--- src/rtl/bram_stream_reader_pkg.sv ---
// ---------------------------------------------------------------------------
// bram_stream_reader_pkg
//   Shared constants for the GEMM memory subsystem plus the types used by the
//   BRAM stream reader.
//   Memories:
//     mem0 : im2col input feature map, LANES x DATA_WIDTH bit words
//     mem1 : reshaped weights, same geometry as mem0
//     mem2 : accumulator results, LANES x ACC_WIDTH bit words
// ---------------------------------------------------------------------------
package bram_stream_reader_pkg;

  localparam int DATA_WIDTH = 8;
  localparam int LANES      = 14;
  localparam int ACC_WIDTH  = 32;

  localparam int MEM0_DATA_WIDTH = DATA_WIDTH * LANES;
  localparam int MEM0_ADDR_WIDTH = 13;
  localparam int MEM0_DEPTH      = 4116;

  localparam int MEM1_DATA_WIDTH = DATA_WIDTH * LANES;
  localparam int MEM1_ADDR_WIDTH = 13;
  localparam int MEM1_DEPTH      = 4116;

  localparam int MEM2_DATA_WIDTH = ACC_WIDTH * LANES;
  localparam int MEM2_ADDR_WIDTH = 13;
  localparam int MEM2_DEPTH      = 4116;

  // Width of the output FIFO occupancy count (0, 1 or 2 entries).
  localparam int FIFO_CNT_W = 2;

  // Reader control states.
  typedef enum logic [1:0] {
    ST_IDLE  = 2'd0,
    ST_READ  = 2'd1,
    ST_DRAIN = 2'd2,
    ST_DONE  = 2'd3
  } rdState_e;

endpackage

--- src/rtl/bram_stream_reader_fifo2_reg.sv ---
// ---------------------------------------------------------------------------
// fifo2_reg
//   Two-entry register FIFO holding a data word and its last flag. Entry 0 is
//   always the head, so the head outputs come straight from flops.
//   Ports:
//     clk, rst      clock, synchronous active-high reset
//     push_i        write pushData_i/pushLast_i this cycle
//     pushData_i    word to store
//     pushLast_i    last flag to store with the word
//     pop_i         remove the head entry (ignored when empty)
//     count_o       number of valid entries, 0..2
//     headData_o    head word (all zeros after reset)
//     headLast_o    head last flag
// ---------------------------------------------------------------------------
module fifo2_reg
  import bram_stream_reader_pkg::*;
#(
  parameter int WIDTH = 112
) (
  input  logic                  clk,
  input  logic                  rst,
  input  logic                  push_i,
  input  logic [WIDTH-1:0]      pushData_i,
  input  logic                  pushLast_i,
  input  logic                  pop_i,
  output logic [FIFO_CNT_W-1:0] count_o,
  output logic [WIDTH-1:0]      headData_o,
  output logic                  headLast_o
);

  logic [WIDTH-1:0]      data0_q, data0_d, data1_q, data1_d;
  logic                  last0_q, last0_d, last1_q, last1_d;
  logic [FIFO_CNT_W-1:0] count_q, count_d;
  logic                  doPop;

  // Next-state logic. A push while full without a pop is dropped; the
  // reader's issue rule guarantees that case never arises. Push and pop on a
  // full FIFO shift the tail into the head and refill the tail.
  always_comb begin
    data0_d = data0_q;
    data1_d = data1_q;
    last0_d = last0_q;
    last1_d = last1_q;
    count_d = count_q;
    doPop   = pop_i && (count_q != 2'd0);
    case ({push_i, doPop})
      2'b10: begin
        if (count_q == 2'd0) begin
          data0_d = pushData_i;
          last0_d = pushLast_i;
          count_d = 2'd1;
        end else if (count_q == 2'd1) begin
          data1_d = pushData_i;
          last1_d = pushLast_i;
          count_d = 2'd2;
        end
      end
      2'b01: begin
        data0_d = data1_q;
        last0_d = last1_q;
        count_d = count_q - 2'd1;
      end
      2'b11: begin
        if (count_q == 2'd1) begin
          data0_d = pushData_i;
          last0_d = pushLast_i;
        end else begin
          data0_d = data1_q;
          last0_d = last1_q;
          data1_d = pushData_i;
          last1_d = pushLast_i;
        end
      end
      default: ;
    endcase
  end

  // Storage registers; reset clears data too so the stream word reads zero.
  always_ff @(posedge clk) begin
    if (rst) begin
      data0_q <= '0;
      data1_q <= '0;
      last0_q <= 1'b0;
      last1_q <= 1'b0;
      count_q <= '0;
    end else begin
      data0_q <= data0_d;
      data1_q <= data1_d;
      last0_q <= last0_d;
      last1_q <= last1_d;
      count_q <= count_d;
    end
  end

  assign count_o    = count_q;
  assign headData_o = data0_q;
  assign headLast_o = last0_q;

endmodule

--- src/rtl/bram_stream_reader.sv ---
// ---------------------------------------------------------------------------
// bram_stream_reader
//   Reads len_i consecutive words from BRAM port 0 (1-cycle registered read)
//   starting at base_addr_i, wrapping modulo MEM_SIZE, and presents them as a
//   valid/ready stream with a last flag. Sustains one word per clock and
//   tolerates any backpressure via a 2-entry output FIFO.
//   Ports:
//     clk, rst      clock, synchronous active-high reset
//     start_i       launch a transfer (only looked at while idle)
//     base_addr_i   first word address, captured with start_i
//     len_i         number of words, 0..MEM_SIZE, captured with start_i
//     busy_o        transfer in progress (READ or DRAIN)
//     done_o        one-cycle pulse after the final beat is accepted
//     addr0_o       BRAM port-0 address
//     ce0_o         BRAM port-0 chip enable, high when a read is issued
//     we0_o         BRAM port-0 write enable, tied low
//     q0_i          BRAM port-0 read data, valid the cycle after ce0_o
//     m_valid_o     stream valid
//     m_ready_i     stream ready
//     m_data_o      stream word; lane 0 sits in the top byte
//     m_last_o      final word of the transfer
// ---------------------------------------------------------------------------
module bram_stream_reader
  import bram_stream_reader_pkg::*;
#(
  parameter int DWIDTH   = MEM0_DATA_WIDTH,
  parameter int AWIDTH   = MEM0_ADDR_WIDTH,
  parameter int MEM_SIZE = MEM0_DEPTH
) (
  input  logic              clk,
  input  logic              rst,
  input  logic              start_i,
  input  logic [AWIDTH-1:0] base_addr_i,
  input  logic [AWIDTH-1:0] len_i,
  output logic              busy_o,
  output logic              done_o,
  output logic [AWIDTH-1:0] addr0_o,
  output logic              ce0_o,
  output logic              we0_o,
  input  logic [DWIDTH-1:0] q0_i,
  output logic              m_valid_o,
  input  logic              m_ready_i,
  output logic [DWIDTH-1:0] m_data_o,
  output logic              m_last_o
);

  localparam logic [AWIDTH-1:0] LAST_ADDR = AWIDTH'(MEM_SIZE - 1);
  localparam logic [AWIDTH-1:0] ONE_ADDR  = AWIDTH'(1);
  localparam logic [AWIDTH:0]   ONE_CNT   = (AWIDTH + 1)'(1);

  rdState_e              state_q;
  logic [AWIDTH-1:0]     addr_q;
  logic [AWIDTH:0]       rdLeft_q;
  logic                  inflight_q;
  logic                  inflightLast_q;
  logic                  busy_q;
  logic                  done_q;

  logic [FIFO_CNT_W-1:0] fifoCount;
  logic                  fifoHeadLast;
  logic [DWIDTH-1:0]     fifoHeadData;
  logic                  pop;
  logic                  issue;
  logic                  lastIssue;
  logic [2:0]            occ;
  logic [AWIDTH-1:0]     addrNext;

  // Issue decision: words owed to the FIFO (stored plus the one in flight)
  // minus the one leaving this cycle must leave room for one more. Using the
  // current pop keeps full throughput with ready held high, at the cost of a
  // combinational path from m_ready_i to ce0_o.
  assign m_valid_o = (fifoCount != 2'd0);
  assign pop       = m_valid_o & m_ready_i;
  assign occ       = {1'b0, fifoCount} + {2'b00, inflight_q};
  assign issue     = (state_q == ST_READ) && (occ <= (3'd1 + {2'b00, pop}));
  assign lastIssue = issue && (rdLeft_q == ONE_CNT);
  assign addrNext  = (addr_q == LAST_ADDR) ? '0 : (addr_q + ONE_ADDR);

  // Control FSM with registered busy/done. The address is not advanced past
  // the final read, so addr0_o keeps showing the last word fetched. Reset
  // clears the in-flight flag, which discards any read still in the BRAM.
  always_ff @(posedge clk) begin
    if (rst) begin
      state_q        <= ST_IDLE;
      addr_q         <= '0;
      rdLeft_q       <= '0;
      inflight_q     <= 1'b0;
      inflightLast_q <= 1'b0;
      busy_q         <= 1'b0;
      done_q         <= 1'b0;
    end else begin
      inflight_q     <= issue;
      inflightLast_q <= lastIssue;
      done_q         <= 1'b0;
      case (state_q)
        ST_IDLE: begin
          if (start_i) begin
            if (len_i != '0) begin
              state_q  <= ST_READ;
              busy_q   <= 1'b1;
              addr_q   <= base_addr_i;
              rdLeft_q <= {1'b0, len_i};
            end else begin
              state_q <= ST_DONE;
              done_q  <= 1'b1;
            end
          end
        end
        ST_READ: begin
          if (issue) begin
            rdLeft_q <= rdLeft_q - ONE_CNT;
            if (lastIssue) begin
              state_q <= ST_DRAIN;
            end else begin
              addr_q <= addrNext;
            end
          end
        end
        ST_DRAIN: begin
          if (pop && fifoHeadLast) begin
            state_q <= ST_DONE;
            busy_q  <= 1'b0;
            done_q  <= 1'b1;
          end
        end
        ST_DONE: begin
          state_q <= ST_IDLE;
        end
        default: begin
          state_q <= ST_IDLE;
          busy_q  <= 1'b0;
        end
      endcase
    end
  end

  fifo2_reg #(
    .WIDTH(DWIDTH)
  ) u_fifo (
    .clk        (clk),
    .rst        (rst),
    .push_i     (inflight_q),
    .pushData_i (q0_i),
    .pushLast_i (inflightLast_q),
    .pop_i      (pop),
    .count_o    (fifoCount),
    .headData_o (fifoHeadData),
    .headLast_o (fifoHeadLast)
  );

  assign busy_o   = busy_q;
  assign done_o   = done_q;
  assign addr0_o  = addr_q;
  assign ce0_o    = issue;
  assign we0_o    = 1'b0;
  assign m_data_o = fifoHeadData;
  assign m_last_o = fifoHeadLast;

endmodule

--- config.mk ---
export PLATFORM = sky130hd
export DESIGN_NAME = bram_stream_reader
export DESIGN_NICKNAME = d
export VERILOG_FILES = /design/src/rtl/bram_stream_reader_pkg.sv /design/src/rtl/bram_stream_reader_fifo2_reg.sv /design/src/rtl/bram_stream_reader.sv
export SDC_FILE = /design/constraint.sdc
export NUM_CORES = 1
export LEC_CHECK = 0
export BUFFER_PORTS_ARGS = -buffer_cell sky130_fd_sc_hd__clkbuf_2
export CELL_PAD_IN_SITES_DETAIL_PLACEMENT = 2
export CELL_PAD_IN_SITES_GLOBAL_PLACEMENT = 2
export CORE_MARGIN = 10
export CORE_UTILIZATION = 34
export CTS_BUF_LIST = sky130_fd_sc_hd__clkbuf_4
export CTS_CLUSTER_DIAMETER = 40
export CTS_CLUSTER_SIZE = 24
export DETAILED_ROUTE_END_ITERATION = 16
export PLACE_DENSITY = 0.92
export SKIP_LAST_GASP = 1
export SYNTH_ARGS = -nofsm -noshare
export SYNTH_HDL_FRONTEND = slang
export SYNTH_SLANG_ARGS = --single-unit
export TNS_END_PERCENT = 1
--- constraint.sdc ---
create_clock -name clk -period 5.66 [get_ports clk]
set_clock_uncertainty 0.05 [all_clocks]
set_input_delay 1.132 -clock clk [delete_from_list [all_inputs] [get_ports clk]]
set_output_delay 1.132 -clock clk [all_outputs]
set_load 0.02 [all_outputs]
# Word level (Yosys, flattened, before mapping)
# Index checks and enable logic that the tools add are counted.
[word_totals] register_bits=261 latch_bits=0 mem_bits_rw=0 romBits=0 in_bits=142 output_inout_bits=131 wordCells=97 mem_count=0
[op_classes] n_addsub=5 mul=0 div=0 order_cmp=1 eq_ne=19 shift=0 n_mux=39 bitwise=1 n_reduce_logical=20
[op_table] cell="112-bit 2-to-1 mux" n=4
[op_table] cell="112-bit case mux with 3 select lines" n=1
[op_table] cell="112-bit case mux with 2 select lines" n=1
[op_table] cell="13-bit 2-to-1 mux" n=5
[op_table] cell="14-bit 2-to-1 mux" n=3
[op_table] cell="14-bit case mux with 2 select lines" n=1
[op_table] cell="13-bit case mux with 2 select lines" n=1
[op_table] cell="2-bit != test, second input constant" n=8
[op_table] cell="14-bit by 1-bit equality test with 1-bit output, second input constant" n=1
[op_table] cell="2-bit 2-to-1 mux" n=7
[op_table] cell="14-bit by 1-bit subtractor with 14-bit output, second input constant" n=1
[op_table] cell="13-bit by 1-bit adder with 13-bit output, second input constant" n=1
[op_table] cell="13-bit equality test, second input constant" n=1
[op_table] cell="13-bit nonzero test" n=1
[op_table] cell="4-bit AND reduction" n=3
[op_table] cell="1-bit 2-to-1 mux" n=10
[op_table] cell="2-bit nonzero test" n=5
[op_table] cell="2-bit equality test, second input constant" n=4
[op_table] cell="2-bit case mux with 4 select lines" n=1
[op_table] cell="2-bit by 1-bit equality test with 1-bit output, second input constant" n=3
[op_table] cell="1-bit case mux with 2 select lines" n=3
[op_table] cell="5-bit AND reduction" n=1
[op_table] cell="1-bit logical AND" n=4
[op_table] cell="2-bit zero test" n=2
[op_table] cell="12 further kinds" n=13

# Longest topological paths before layout
[depth] ltp_word=9 mapped_depth=12 mapped_depth_nobuf=10

# By module
# Synthesis repeated with hierarchy kept, for this count alone.
[unflattened] cells_unflattened=1470 area_unflattened_um2=12903.6
[by_module_without_submodules] module="fifo2_reg" instances=1 cells_each=1175 area_per_inst_um2=10591.4 seq_area_each_um2=4564.4
[by_module_without_submodules] module="bram_stream_reader" instances=1 cells_each=295 area_per_inst_um2=2312.2 seq_area_each_um2=660.6

# Worst setup path after synthesis
# No wires, ideal clock.
[synth_path] kind="input to output" startpoint="input m_ready_i" endpoint="output ce0_o" arrival_ns=2.861 t_required_ns=4.478 slack_ns=1.617 path_stages=6 path_buffers=1 cell_sequence="buf_2 > nor2b_1 > fa_1 > o31a_1 > o21ai_1 > inv_1"
[synth_between] elab_chain_cells=4
[synth_lines] item="from (decl)" line="bram_stream_reader.sv:42" text="input logic m_ready_i,"
[synth_lines] item="1-bit bitwise AND" line="bram_stream_reader.sv:73" text="assign pop = m_valid_o & m_ready_i;"
[synth_lines] item="1-bit by 1-bit adder with 2-bit output" line="bram_stream_reader.sv:75" text="assign issue = (state_q == ST_READ) && (occ <= (3'd1 + {2'b00, pop}));"
[synth_lines] item="3-bit by 2-bit <= comparator with 1-bit output" line="bram_stream_reader.sv:75"
[synth_lines] item="1-bit logical AND" line="bram_stream_reader.sv:75"
[synth_lines] item="to (decl)" line="bram_stream_reader.sv:38" text="output logic ce0_o,"
# No other way between the ends.

# Worst setup path in the final report
[layout_path] startpoint="register u_fifo.count_q[0] (netlist: u_fifo.count_o[0])" endpoint="output ce0_o"
[layout_between] elab_chain_cells=5 elab_cells_between_ends=6 cone_classes="2 x add/sub; 1 x order compare; 1 x bitwise; 2 x reduce/logical"
[layout_lines] item="from (decl)" line="bram_stream_reader_fifo2_reg.sv:33" text="logic [FIFO_CNT_W-1:0] count_q, count_d;"
[layout_lines] item="from (signal assigned)" line="bram_stream_reader_fifo2_reg.sv:91" text="count_q <= count_d;"
[layout_lines] item="2-bit nonzero test" line="bram_stream_reader.sv:72" text="assign m_valid_o = (fifoCount != 2'd0);"
[layout_lines] item="1-bit bitwise AND" line="bram_stream_reader.sv:73"
[layout_lines] item="1-bit by 1-bit adder with 2-bit output" line="bram_stream_reader.sv:75"
[layout_lines] item="3-bit by 2-bit <= comparator with 1-bit output *" line="bram_stream_reader.sv:75"
[layout_lines] item="1-bit logical AND *" line="bram_stream_reader.sv:75"
# Every way passes the cells marked *; elsewhere a longest branch is shown, timed or not.

==> summary.md <==
| Metric | Value |
|---|---|
| Outcome | finished, final reports clean |
| Final WL | 49300 µm |
| Largest area contributor in the netlist | dfxtp_1 |
| Synth warn | 0 |
| Final Cycle Share | 83.1% |
| Drt via density | approximately 5.7 |
| IO Count | ~270 |
| Total gr overflow | 0 |
| Final hold violation count | 0 |
| Fin util | 41.4% |
| Slew @ Worst Pin | 1.15 ns |
| Clk sink count | about 260 |
| Met2 usage | about two fifths |
| GRT Total Usage | between 20% and 30% |
| Slew margin rel. | 23.2% |
| Pre-antenna DRT Iters | 6 |
| Clk slew on worst S/H paths | roughly 0.1 ns |
| CTS buffer count | 47 |
| Port bufs | about 270 |
| Crit Path Category | reg -> out |
| Top Usage Layer GRT | met2 |
| Nets | approximately 1900 |
| Met1 usage | 26.9% |
| Routed len/inst | approximately 22 µm |
| DP Cell Count | 2154 |
| Overall power | 6550 µW |
| Top-area cell type share of the netlist area | between 40 and 50% |
| Chain of cells forming the critical path | inv_1, ha_1, nor2b_1, fa_1, o31a_1, o21ai_1, inv_1, clkbuf_2 |
| Synth Instances | about 1600 |
| CP top delay family | adder cells |
| Core area | 34400 µm² |
| Max incr delay on CP | around 0.55 ns |
| DRC violations left | 0 |
| Share of cells above drive strength 1 | a little over a fifth |
| Post-route setup slack | between 0.9 and 1 ns |
| Crit path buffers/inverters | 3 |
| Die boundary height | between 200 and 250 µm |
| VDD IR-drop max | around 0.25 mV |
| Area grow syn2layout | 20.4% |
| RSZ-0062 raised after global routing | false |
| Setup TNS | 0 ns |
| TritonCTS clock tree | yes |
| Syn_nets | between 1500 and 2000 |
| Asr flop ratio synth | 0% |
| CP max stage cell | fa_1 |
| CP max FO | 11 |
| Netlist cell types | 66 |
| PwrDens | ~460 nW/µm² |
| Most common flop cell mapped by yosys | dfxtp_1 |
| Cts repair resizes | 0 |
| Hpwl dp | 31200 µm |
| Worst Setup Slack post-DPL | around 1.4 ns |
| Yosys reg bits | roughly 260 |
| Initial antenna violation count | 2 |
| Largest family of logic cells by synthesized area | compound AO/OA/AOI/OAI gates |
| EDFF count, synth | 0 |
| First-pass GRT wire length | 78100 µm |
| Final instance count without filler cells | between 2000 and 2500 |
| Synth Area in Adders | approximately 1.3% |
| Worst-Skew Late Latency | 0.78 ns |
| Synth Area in XOR/XNOR | less than 1% |
| Die Area | ~43000 µm² |
| Die Width | just over 200 µm |
| Sequential fraction of the synthesis area | between 40 and 50% |
| Leak | 0.00531 µW |
| CP arrival | roughly 3.5 ns |
| Simple-gate share of the synthesized area | between 20% and 30% |
| Starting DRT DRC Count | 983 |
| H-tree levels | 2 |
| Vias in the first global route | around 14000 |
| Crit path top cell by count | inv_1 |
| Via count | 12800 |
| GP Congestion | just over 0.8 |
| Worst EP required | roughly 4.5 ns |
| DRT antenna net count | 0 |
| Synthesized area per cell | about 7.6 µm² |
| CP startpoint kind | flip-flop |
| Row cnt | a little under 70 |
| Max-slew violations | 0 |
| Mux share of post-synthesis cell area | 0.254% |
| Initial core utilization | between 30% and 40% |
| Fmax | about 210 MHz |
| Largest net degree at the start of global routing | 165 |
| CTS root buf | clkbuf_4 |
| Cell types occupying the most area after synthesis | dfxtp_1 (44%), nand2_1 (15%), a222oi_1 (9.1%), a21oi_1 (5.8%), o21ai_0 (5.7%) |
| Hold-fix buffers, CTS | 0 |
| Setup Buffers After CTS | 0 |
| Hold Crit Class | reg -> reg |
| Max_cap viols | 0 |
| Synthesized area | around 12000 µm² |
| CP Capture Type | output pin |
| Max Buffers Root-to-Sink | 3 |
| GR Util met3 | 4.92% |
| Setup violators final | 0 |
| Tmin final | around 4.7 ns |
| Post-synthesis compound-gate area fraction | around a quarter |
==> cell usage in the layout, fill, tap and decap left out, drive strengths merged, types with 4 or more instances in the layout <==
cell	count
or3	7
nor3	10
o21ai	137
nand2	462
nor2b	5
a211oi	15
clkinvlp	6
nor4	7
o22ai	10
a31oi	4
a22oi	4
buf	16
a311oi	5
nand4	7
inv	27
bufinv	10
clkinv	14
dfxtp	261
o31ai	5
a222oi	107
a21oi	138
clkbuf	321
ha	11
nor2	127
nand3	12
==> worst paths after layout <==
kind / from / to / slack (ns) / cells past startpoint
min: u_fifo.data1_q[13] / u_fifo.data1_q[13] / 0.41 / 2
min reg2reg: u_fifo.data1_q[13] / u_fifo.data1_q[13] / 0.41 / 2
max: u_fifo.count_o[0] / ce0_o / 0.96 / 8
max reg2reg: u_fifo.count_o[0] / rdLeft_q[3] / 1.75 / 10
==> synthesized netlist by cell type (all sizes together), types with 5 or more instances <==
cell type,n
ha,11
buf,35
o22ai,10
a211oi,15
nand3,12
nand2,462
nor4,7
dfxtp,261
clkbuf,107
or3,7
o21ai,137
a311oi,5
a222oi,107
nor2b,5
a21oi,138
inv,20
nor3,10
o31ai,5
nand4,7
nor2,127
==> registers in the layout (all words and copies together), names as in the netlist <==
name / cells
addr0_o: 13
busy_o: 1
done_o: 1
inflightLast_q: 1
inflight_q: 1
rdLeft_q: 14
state_q: 2
u_fifo.count_o: 2
u_fifo.data1_q: 112
u_fifo.headData_o: 112
u_fifo.headLast_o: 1
u_fifo.last1_q: 1
==> routing by layer <==
| metal | share of wire (%) | vias to the layer above |
|---|---|---|
| met1 | 42 | 6458 |
| met3 | 6.3 | 75 |
| met4 | 2.1 | 2 |
| li1 | - | 5916 |
| met5 | 0.022 | - |
| met2 | 50 | 376 |
==> final cells by class <==
cell class	instances	area [µm²]
diodes	2	5.00
clock buffers	51	383
clock inverters	36	485
fillers	3980	20200
inverters	21	80.1
multi-input cells	1131	5960
flip-flops and latches	261	5230
well taps	455	569
repair buffers	286	1510
==> per-stage QoR <==
stage | area (µm²) | hold WS, ns
after floorplan | 11800 | 0.382
after detailed placement | 13300 | 0.401
after global routing | 14200 | 0.440
final | 14200 | 0.414
after global placement | 13300 | 0.387
after CTS | 14200 | 0.415
==> worst min-delay path, stage by stage (launching register included) <==
cell	delay [ns]
dfxtp_1	0.32
nand2_1	0.05
a21oi_1	0.05
==> kinds of logic (layout without fill, tap and decap cells) <==
| kind of cell | count (synthesis) | count (layout) |
|---|---|---|
| simple gates | 656 | 656 |
| compound gates | 454 | 454 |
| flops | 261 | 261 |
| buf+inv | 163 | 394 |
| fa+ha+maj | 12 | 12 |
| xor+xnor | 5 | 5 |
| mux | 3 | 3 |
| other cells | 1 | 3 |
==> report_power, final <==
part | switching, µW | internal, µW | total, µW
sequential | 242 | 2080 | 2320
combinational | 1690 | 707 | 2390
clock | 889 | 943 | 1830
(Power assumes the default switching activity.)
